File: src/rtl/seg7_pkg.sv
// Shared definitions for the seven-segment scan driver.
//   - GAP/SHOW scan state enum
//   - segment lookup table for BCD codes 0..9 (gfedcba, active-high)
//   - blank code used to force a dark digit
//   - width helpers for the slot counter and digit index (minimum 1 bit)
package seg7_pkg;

    typedef enum logic {
        GAP  = 1'b0,
        SHOW = 1'b1
    } scan_state_t;

    // Any code >= 10 decodes to no segments; 15 is the one used on purpose.
    localparam logic [3:0] BLANK_CODE = 4'hF;

    localparam logic [6:0] SEG_TABLE [10] = '{
        7'h3F, 7'h06, 7'h5B, 7'h4F, 7'h66,
        7'h6D, 7'h7D, 7'h07, 7'h7F, 7'h6F
    };

    function automatic int cnt_width(input int slot_cyc);
        return (slot_cyc > 1) ? $clog2(slot_cyc) : 1;
    endfunction

    function automatic int idx_width(input int num_dig);
        return (num_dig > 1) ? $clog2(num_dig) : 1;
    endfunction

endpackage

File: src/rtl/seg7_scan_driver_if.sv
// Display bus of the seven-segment scan driver.
//   digits_in  : packed BCD digits, digit 0 in [3:0] (rightmost)
//   dp_in      : decimal point per digit, 1 = lit
//   upd_stb    : one-cycle strobe capturing digits_in/dp_in
//   seg_out    : [6:0] a..g, [7] dp, [8] always 0, active-high
//   dig_sel    : active-low digit enables, at most one low
//   frame_done : one-cycle pulse at the end of each frame
// master = producer of digits / consumer of pins, slave = scan driver.
interface seg7_scan_driver_if #(
    parameter int NUM_DIG = 4
);
    logic [4*NUM_DIG-1:0] digits_in;
    logic [NUM_DIG-1:0]   dp_in;
    logic                 upd_stb;
    logic [8:0]           seg_out;
    logic [NUM_DIG-1:0]   dig_sel;
    logic                 frame_done;

    modport master (
        output digits_in, dp_in, upd_stb,
        input  seg_out, dig_sel, frame_done
    );

    modport slave (
        input  digits_in, dp_in, upd_stb,
        output seg_out, dig_sel, frame_done
    );
endinterface

File: src/rtl/seg7_scan_driver_bcd_to_seg7.sv
// Combinational BCD to seven-segment decoder.
//   code : 4-bit digit code; 10..15 give blank segments
//   dp   : decimal point, passed through to seg[7]
//   seg  : [6:0] gfedcba, [7] dp, [8] tied 0
module bcd_to_seg7
    import seg7_pkg::*;
(
    input  logic [3:0] code,
    input  logic       dp,
    output logic [8:0] seg
);
    always_comb begin
        seg    = '0;
        seg[7] = dp;
        if (code < 4'd10) begin
            seg[6:0] = SEG_TABLE[code];
        end
    end
endmodule

File: src/rtl/seg7_scan_driver.sv
// Time-multiplexed seven-segment driver.
// Scans NUM_DIG digits onto one 9-bit segment bus, one slot of SLOT_CYC
// cycles per digit, with the first GAP_CYC cycles of each slot dark.
// Input digits are double-buffered (shadow -> active at frame boundary)
// so an update never tears a frame.
// Ports:
//   clk : system clock
//   rst : asynchronous active-high reset
//   bus : seg7_scan_driver_if.slave (digits/dp/strobe in, segments/selects out)
// Optional build macro SEG7_LZ_BLANK_EN enables leading-zero blanking,
// evaluated on the active buffer.
module seg7_scan_driver
    import seg7_pkg::*;
#(
    parameter int NUM_DIG  = 4,
    parameter int SLOT_CYC = 12000,
    parameter int GAP_CYC  = 16
) (
    input  logic               clk,
    input  logic               rst,
    seg7_scan_driver_if.slave  bus
);
    localparam int CW    = cnt_width(SLOT_CYC);
    localparam int IW    = idx_width(NUM_DIG);
    localparam int SLOTS = 2 ** IW;

    localparam logic [CW-1:0] CNT_LAST = CW'(SLOT_CYC - 1);
    localparam logic [CW-1:0] GAP_LAST = CW'(GAP_CYC - 1);
    localparam logic [IW-1:0] IDX_LAST = IW'(NUM_DIG - 1);

    logic [CW-1:0]        cnt_reg, cnt_next;
    logic [IW-1:0]        idx_reg, idx_next;
    scan_state_t          state_reg, state_next;
    logic [4*NUM_DIG-1:0] shadow_dig_reg, active_dig_reg;
    logic [NUM_DIG-1:0]   shadow_dp_reg, active_dp_reg;
    logic [8:0]           seg_reg, seg_next;
    logic [NUM_DIG-1:0]   sel_reg, sel_next;
    logic                 frame_done_reg;

    logic                 frame_end;
    logic [3:0]           act_code [SLOTS];
    logic                 act_dp   [SLOTS];
    logic [NUM_DIG-1:0]   show_sel;
    logic [3:0]           mux_code;
    logic [8:0]           dec_seg;

    assign frame_end = (cnt_reg == CNT_LAST) && (idx_reg == IDX_LAST);

    // Active buffer viewed as a power-of-two array so idx_reg indexes it
    // without width adjustment; padding entries are never selected.
    generate
        for (genvar gi = 0; gi < SLOTS; gi++) begin : g_unpack
            if (gi < NUM_DIG) begin : g_real
                assign act_code[gi] = active_dig_reg[4*gi +: 4];
                assign act_dp[gi]   = active_dp_reg[gi];
            end else begin : g_pad
                assign act_code[gi] = 4'd0;
                assign act_dp[gi]   = 1'b0;
            end
        end
        for (genvar gi = 0; gi < NUM_DIG; gi++) begin : g_sel
            assign show_sel[gi] = (idx_reg != IW'(gi));
        end
    endgenerate

`ifdef SEG7_LZ_BLANK_EN
    logic [SLOTS-1:0] blank_vec;
    logic             lz_lead;

    // Walk down from the top digit while digits are zero with no dp;
    // digit 0 is never blanked.
    always_comb begin
        blank_vec = '0;
        lz_lead   = 1'b1;
        for (int i = NUM_DIG - 1; i >= 1; i--) begin
            if (lz_lead && (act_code[i] == 4'd0) && !act_dp[i]) begin
                blank_vec[i] = 1'b1;
            end else begin
                lz_lead = 1'b0;
            end
        end
    end

    assign mux_code = blank_vec[idx_reg] ? BLANK_CODE : act_code[idx_reg];
`else
    assign mux_code = act_code[idx_reg];
`endif

    bcd_to_seg7 u_dec (
        .code (mux_code),
        .dp   (act_dp[idx_reg]),
        .seg  (dec_seg)
    );

    // Slot timing and GAP/SHOW sequencing.
    always_comb begin
        cnt_next   = cnt_reg + 1'b1;
        idx_next   = idx_reg;
        state_next = state_reg;
        if (cnt_reg == CNT_LAST) begin
            cnt_next   = '0;
            idx_next   = (idx_reg == IDX_LAST) ? '0 : idx_reg + 1'b1;
            state_next = GAP;
        end else if (cnt_reg == GAP_LAST) begin
            state_next = SHOW;
        end
    end

    // Pin values for the next cycle; pins lag state/idx by one cycle.
    always_comb begin
        seg_next = '0;
        sel_next = '1;
        if (state_reg == SHOW) begin
            seg_next = dec_seg;
            sel_next = show_sel;
        end
    end

    always_ff @(posedge clk or posedge rst) begin
        if (rst) begin
            cnt_reg        <= '0;
            idx_reg        <= '0;
            state_reg      <= GAP;
            shadow_dig_reg <= '0;
            shadow_dp_reg  <= '0;
            active_dig_reg <= '0;
            active_dp_reg  <= '0;
            seg_reg        <= '0;
            sel_reg        <= '1;
            frame_done_reg <= 1'b0;
        end else begin
            cnt_reg   <= cnt_next;
            idx_reg   <= idx_next;
            state_reg <= state_next;
            if (bus.upd_stb) begin
                shadow_dig_reg <= bus.digits_in;
                shadow_dp_reg  <= bus.dp_in;
            end
            // A strobe on the boundary cycle bypasses the shadow so the
            // newest value reaches the very next frame.
            if (frame_end) begin
                active_dig_reg <= bus.upd_stb ? bus.digits_in : shadow_dig_reg;
                active_dp_reg  <= bus.upd_stb ? bus.dp_in     : shadow_dp_reg;
            end
            seg_reg        <= seg_next;
            sel_reg        <= sel_next;
            // High in the first GAP cycle of slot 0 of the new frame.
            frame_done_reg <= frame_end;
        end
    end

    assign bus.seg_out    = seg_reg;
    assign bus.dig_sel    = sel_reg;
    assign bus.frame_done = frame_done_reg;

endmodule

File: src/flat_wrapper.sv
// flat-port wrapper written by rule: the top's interface ports become plain ports
module seg7_scan_driver_flat import seg7_pkg::*;
#(
    parameter int NUM_DIG  = 4,
    parameter int SLOT_CYC = 12000,
    parameter int GAP_CYC  = 16
)
  (clk, rst, bus_digits_in, bus_dp_in, bus_upd_stb, bus_seg_out, bus_dig_sel, bus_frame_done);
  seg7_scan_driver_if #(.NUM_DIG(NUM_DIG)) bus_i ();
  input  logic clk;
  input  logic rst;
  input wire logic [$bits(bus_i.digits_in)-1:0] bus_digits_in;
  input wire logic [$bits(bus_i.dp_in)-1:0] bus_dp_in;
  input wire logic [$bits(bus_i.upd_stb)-1:0] bus_upd_stb;
  output wire logic [$bits(bus_i.seg_out)-1:0] bus_seg_out;
  output wire logic [$bits(bus_i.dig_sel)-1:0] bus_dig_sel;
  output wire logic [$bits(bus_i.frame_done)-1:0] bus_frame_done;
  assign bus_i.digits_in = bus_digits_in;
  assign bus_i.dp_in = bus_dp_in;
  assign bus_i.upd_stb = bus_upd_stb;
  assign bus_seg_out = bus_i.seg_out;
  assign bus_dig_sel = bus_i.dig_sel;
  assign bus_frame_done = bus_i.frame_done;
  seg7_scan_driver #(.NUM_DIG(NUM_DIG), .SLOT_CYC(SLOT_CYC), .GAP_CYC(GAP_CYC)) u_core (.clk(clk), .rst(rst), .bus(bus_i));
endmodule
File: config.mk
export PLATFORM = sky130hd
export DESIGN_NAME = seg7_scan_driver_flat
export DESIGN_NICKNAME = d
export VERILOG_FILES = /design/src/rtl/seg7_pkg.sv /design/src/rtl/seg7_scan_driver_if.sv /design/src/rtl/seg7_scan_driver_bcd_to_seg7.sv /design/src/rtl/seg7_scan_driver.sv /design/src/flat_wrapper.sv
export SDC_FILE = /design/constraint.sdc
export NUM_CORES = 1
export LEC_CHECK = 0
export ABC_AREA = 1
export CORE_ASPECT_RATIO = 1.75
export CORE_UTILIZATION = 35
export DETAILED_ROUTE_END_ITERATION = 10
export SLEW_MARGIN = 0
export SYNTH_ARGS = -nofsm -noshare
export SYNTH_HDL_FRONTEND = slang
export SYNTH_HIERARCHICAL = 1
export SYNTH_SLANG_ARGS = --single-unit
File: constraint.sdc
create_clock -name clk -period 2.54 [get_ports clk]
set_clock_uncertainty 0.1 [all_clocks]
set_input_delay 0.254 -clock clk [delete_from_list [all_inputs] [get_ports clk]]
set_output_delay 0.254 -clock clk [all_outputs]
set_load 0.03 [all_outputs]
Word level (Yosys, flattened, before mapping). Memories as Yosys holds them, arrays and structs flattened. Index checks and enable logic that the tools add are counted. Widths: inputs -> output; s select.

$lt $le $gt $ge: 3. Eq/ne operators: 6. Muxes and demuxes: 17. Reduce and logical (&&, ||, !) cells: 3. Add/sub/neg operators: 2. Bitwise operators: 2.

Operators by type and width (number): $mux 7 (3); $mux 16 (1); $mux 4 (4); $add 14x1->14 const B (1); $eq 14x14->1 const B (1); $eq 14x4->1 const B (1); $mux 14 (1); $bmux 4 s2 (1); $mux 8 (1); $ge 5x5->1 const B (1); $not 4->5 (1); $lt 4x4->1 const B (1); $mux 1 (4); $ne 2x2->1 const B (2); $reduce_bool 2->1 (2); $ge 3x3->1 const B (1); $not 2->3 (1); $add 2x1->2 const B (1); $bmux 1 s2 (1); $eq 2x2->1 const B (1); $mux 2 (1); $ne 2x1->1 const B (1); $logic_and 1x1->1 (1).

Register bits after elaboration: 70. Logic and storage cells: 44. Output and inout port bits: 14. ROM bits: 112. Memories kept: 1. Input port bits: 23.

Memory list: (no name shown) (words 16, width 7, rd ports 1, clocked after Yosys merged registers in 0, wr ports 0, RTL line seg7_scan_driver_bcd_to_seg7.sv:16) `seg[6:0] = SEG_TABLE[code];`.

Longest topological paths before layout.
Word-level depth: 10. Mapped depth: 13. Gate-level depth less buffers: 12.

Hierarchy. Netlist, hierarchy kept.

By module, submodules not included: seg7_scan_driver (times used 1, area an instance 3113.0 um2, cells an instance 376, sequential area each 1781.7 um2); bcd_to_seg7 (times used 1, area an instance 232.7 um2, cells an instance 46, sequential area each 0.0 um2).

Worst setup path after synthesis. OpenSTA, ideal clock, no wires.

Path kind: register to register. Start point: register u_core.idx_reg[0]. End point: register u_core.seg_reg[3], in the netlist u_core/bus.seg_out[3]. Clock period less this slack: 2088 ps. Path buffers: 1. Path slack: 452 ps. Arrival time: 1875 ps. Library setup time: 114 ps. Required time: 2326 ps. Stages on the path, launching flop included: 13. Cells stage by stage: dfrtp_1 > inv_1 > clkbuf_1 > o21ai_0 > o22ai_1 > inv_1 > ha_1 > nand2_1 > nand2_1 > nor2_1 > nor2_1 > nand2_1 > inv_1.

Longest elaborated chain between the ends: 10. Elaborated cells on any way between the ends: 11. Classes of those cells: 1 x order compare; 7 x mux; 2 x bitwise; 1 x memory.

RTL lines: start, declared (RTL line seg7_scan_driver.sv:32) `logic [IW-1:0] idx_reg, idx_next;`; start signal, assigned (RTL line seg7_scan_driver.sv:133) `idx_reg <= idx_next;`; $not 2->3 (implied by the code) (*) (RTL line seg7_scan_driver.sv:86) `assign mux_code = act_code[idx_reg];`; $bmux 4 s2 (*) (RTL line seg7_scan_driver.sv:86); $mux 4 (implied by the code) (*) (2 in series) (RTL line seg7_scan_driver.sv:86); via u_core.mux_code[1] (RTL line seg7_scan_driver.sv:44) `logic [3:0] mux_code;`; $not 4->5 (implied by the code) (RTL line seg7_scan_driver_bcd_to_seg7.sv:16); $mem_v2 16x7; $mux 7 (implied by the code) (2 in series) (RTL line seg7_scan_driver_bcd_to_seg7.sv:16); $mux 7 (*) (RTL line seg7_scan_driver_bcd_to_seg7.sv:15) `if (code < 4'd10) begin`; via u_core.dec_seg[3] (RTL line seg7_scan_driver.sv:45) `logic [8:0] dec_seg;`; $mux 8 (*) (RTL line seg7_scan_driver.sv:113) `if (state_reg == SHOW) begin`; via u_core.seg_next[3] (RTL line seg7_scan_driver.sv:36) `logic [8:0] seg_reg, seg_next;`; end signal, assigned (RTL line seg7_scan_driver.sv:145) `seg_reg <= seg_next;`; end, declared (RTL line seg7_scan_driver.sv:36).

The timed path passes the listed nets; every way through them passes the cells marked *. The select of a mux whose other input is x is not followed. A chain may end at the register's enable or synchronous reset.

Worst setup path in the final report. Same ends and word-level chain as after synthesis.

==> flow_summary.ini <==
[timing]
max-slew-margin-rel_pct = 50.95
slew_violations = 0
setup_ws_ps = 456.8
period_needed_ps = 2083
setup_violations = 0
hold_viol = 0
fin_crit_sh_pct = 82.01
rsz0062_at_grt = no
worst_slew_pin_slew_ps = 733.6
fmax_mhz = 480.0
finalSetupTns_ps = 0

[clock_tree]
htree_levels = 3
cts_resized = 0
cts.sinks = 71
cts_buffers = 9
cts-hold-fix-buffers = 0
clock_path_buffers = 2
cts_tree = done
post-cts-setup-buffers = 0
clock-root-buffer = clkbuf_16
clk-insertion-delay-late_ps = 330
path_clk_slew_ps = 60

[routing]
drt-initial-drc-count = 173
vias = 2618
vias_per_cell = 4.460
drc = 0
wire_per_inst_um = 11.43
ant_nets = 0
wl_um = 6711
firstDrtPassIters = 4

[place]
post-dp-hpwl_um = 4923
dp.cells = 571
dp_slack_ps = 494.9
routabilityCongestion = 0.8607
portBuffers = 36

[synth]
avgSynthCellArea_um2 = 7.928
synth_simple_gate_area_share_pct = 25.92
syn_nets = 455
ys_types = 23
synth_top_family_by_area = simple AND/OR/NAND/NOR gates
yosysWarnings = 6
synthXorXnorAreaFrac_pct = 0.7853
syn-cell-area_mm2 = 0.003346
syn_inst = 422
synth_adder_area_share_pct = 3.740
ys_ff_latch = 71
synth_compound_area_share_pct = 6.432
seq_area_frac_synth_pct = 53.25
yosys-mux-area-fraction_pct = 0

[global_routing]
antenna_found_initial = 0
grt.overflow.total = 0
grt_pass1_wl_um = 11630
grt_max_degree = 41
grt_pass1_vias = 2573
grt_usage_pct = 14.92

[power]
peakVddDrop_mv = 0.3487
power_density_mw_per_mm2 = 607.8
total_leakage_power_nw = 2.125

[layout]
antennaDiodeCount = 0
syn_to_final_growth_pct = 23.82
mostFrequentLayoutCells = nand2_1 (117), dfrtp_1 (67), inv_1 (62), nor2_1 (58), clkdlybuf4s50_1 (36)
register_area_mm2 = 0.001782
final_cells = 587
fin_util_pct = 45.27
multi_input_area_mm2 = 0.001237
n_fill_cell = 929
final_nets = 495
final_common_cell = nand2_1
drive_above_1_share_pct = 6.852

[run]
maxCapViolCount = 0

[worst_setup_path]
slowest_stage = dfrtp_1
timing.rr.start = u_core/idx_reg[0]
r2r_end = u_core/bus.seg_out[3]
max_stage_delay_ps = 390
cp.arrival_ps = 2210
crit_type = reg -> reg
reg2reg_depth = 11
cp_cell_sequence = inv_1 -> o21ai_0 -> o22ai_1 -> inv_1 -> ha_1 -> nand2_1 -> nand2_1 -> nor2_1 -> nor2_1 -> nand2_1 -> inv_1
critPathMaxFanout = 12
startpoint = u_core/idx_reg[0]
startpoint_type = flop
crit_path_end = u_core/bus.seg_out[3]
r2r_slack_ps = 460
end_kind = flop
required_ps = 2660

[floorplanning]
io_pins = 37
start_util_pct = 36.56
die_w_um = 75.91
core_area_mm2 = 0.009151
die_h_um = 131.3
dieArea_mm2 = 0.009969
rows = 46

[status]
status = completed

[worst_hold_path]
min_path_type = in -> async
## power by group
| part | internal, mW | switching [mW] | leakage [nW] |
|---|---|---|---|
| Sequential | 1.16 | 0.00732 | 0.810 |
| Combinational | 0.0496 | 0.0600 | 1.18 |
| Clock | 0.786 | 0.454 | 0.140 |
| Total | 2.00 | 0.521 | 2.12 |
## critical path, delay by kind of cell (launching register included)
kind,cells,cell delay [ps]
buffers and inverters,3,430
adders and majority gates,1,310
DFF,1,390
AOI/OAI and AO/OA,2,400
and+or+nand+nor,5,330
## synth_stat cells
library cell,n,area (um2)
o22ai_1,5,31.28
buf_4,2,15.01
dfstp_2,4,105.1
xor2_1,3,26.28
nor2_1,58,217.7
buf_2,3,15.01
nor3_1,3,15.01
dfrtp_1,67,1677
nor2_2,1,6.260
a21oi_1,3,15.01
clkbuf_1,8,30.03
conb_1,1,3.750
inv_1,63,236.5
o21ai_2,1,8.760
o21ai_0,32,160.2
nand4_1,1,6.260
buf_1,1,3.750
inv_2,1,3.750
nand2_1,117,439.2
buf_6,2,22.52
ha_1,10,125.1
nand3_1,34,170.2
nand2_2,2,12.51
## layer usage
metal	global-route usage [%]	vias up	routed length (um)
li1	-	1368	-
met1	15.73	1182	2659
met2	26.06	55	3609
met3	4.375	13	233
met4	8.654	0	208
met5	0	-	0
## cells by family (layout without fill, tap and decap cells)
kind of cell,count (synthesis),count (layout)
xor+xnor,3,3
simple gates,216,216
flops,71,71
compound gates,41,41
fa+ha+maj,10,10
buf+inv,80,125
other cells,1,1
## how the worst min path moves through the flow
stage / from / endpoint / cells after the start
final: rst / u_core/shadow_dig_reg[8] / 2
after global routing: rst / u_core/cnt_reg[0] / 2
after CTS: rst / u_core/cnt_reg[0] / 2
after detailed placement: u_core/cnt_reg[0] / u_core/cnt_reg[0] / 1
after global placement: u_core/cnt_reg[0] / u_core/cnt_reg[0] / 1
after floorplan: bus_digits_in[14] / u_core/shadow_dig_reg[14] / 2
## area by class of cell
cell class	instances	share of cell area (%)
multi-input cells	271	29.87
repair buffers	45	10.63
flip-flops and latches	71	43.01
well taps	120	3.624
inverters	64	5.799
clock buffers	13	6.040
clock inverters	3	1.027
## through the flow
stage	total power, mW	hold slack [ps]	instance area (um2)
after CTS	2.556	202.6	4143
after global routing	2.612	233.2	4143
final	2.518	189.4	4143
after detailed placement	1.301	353.7	3850
after floorplan	1.242	303.4	3346
after global placement	1.298	345.6	3850
Power figures use the tool's default switching activity.
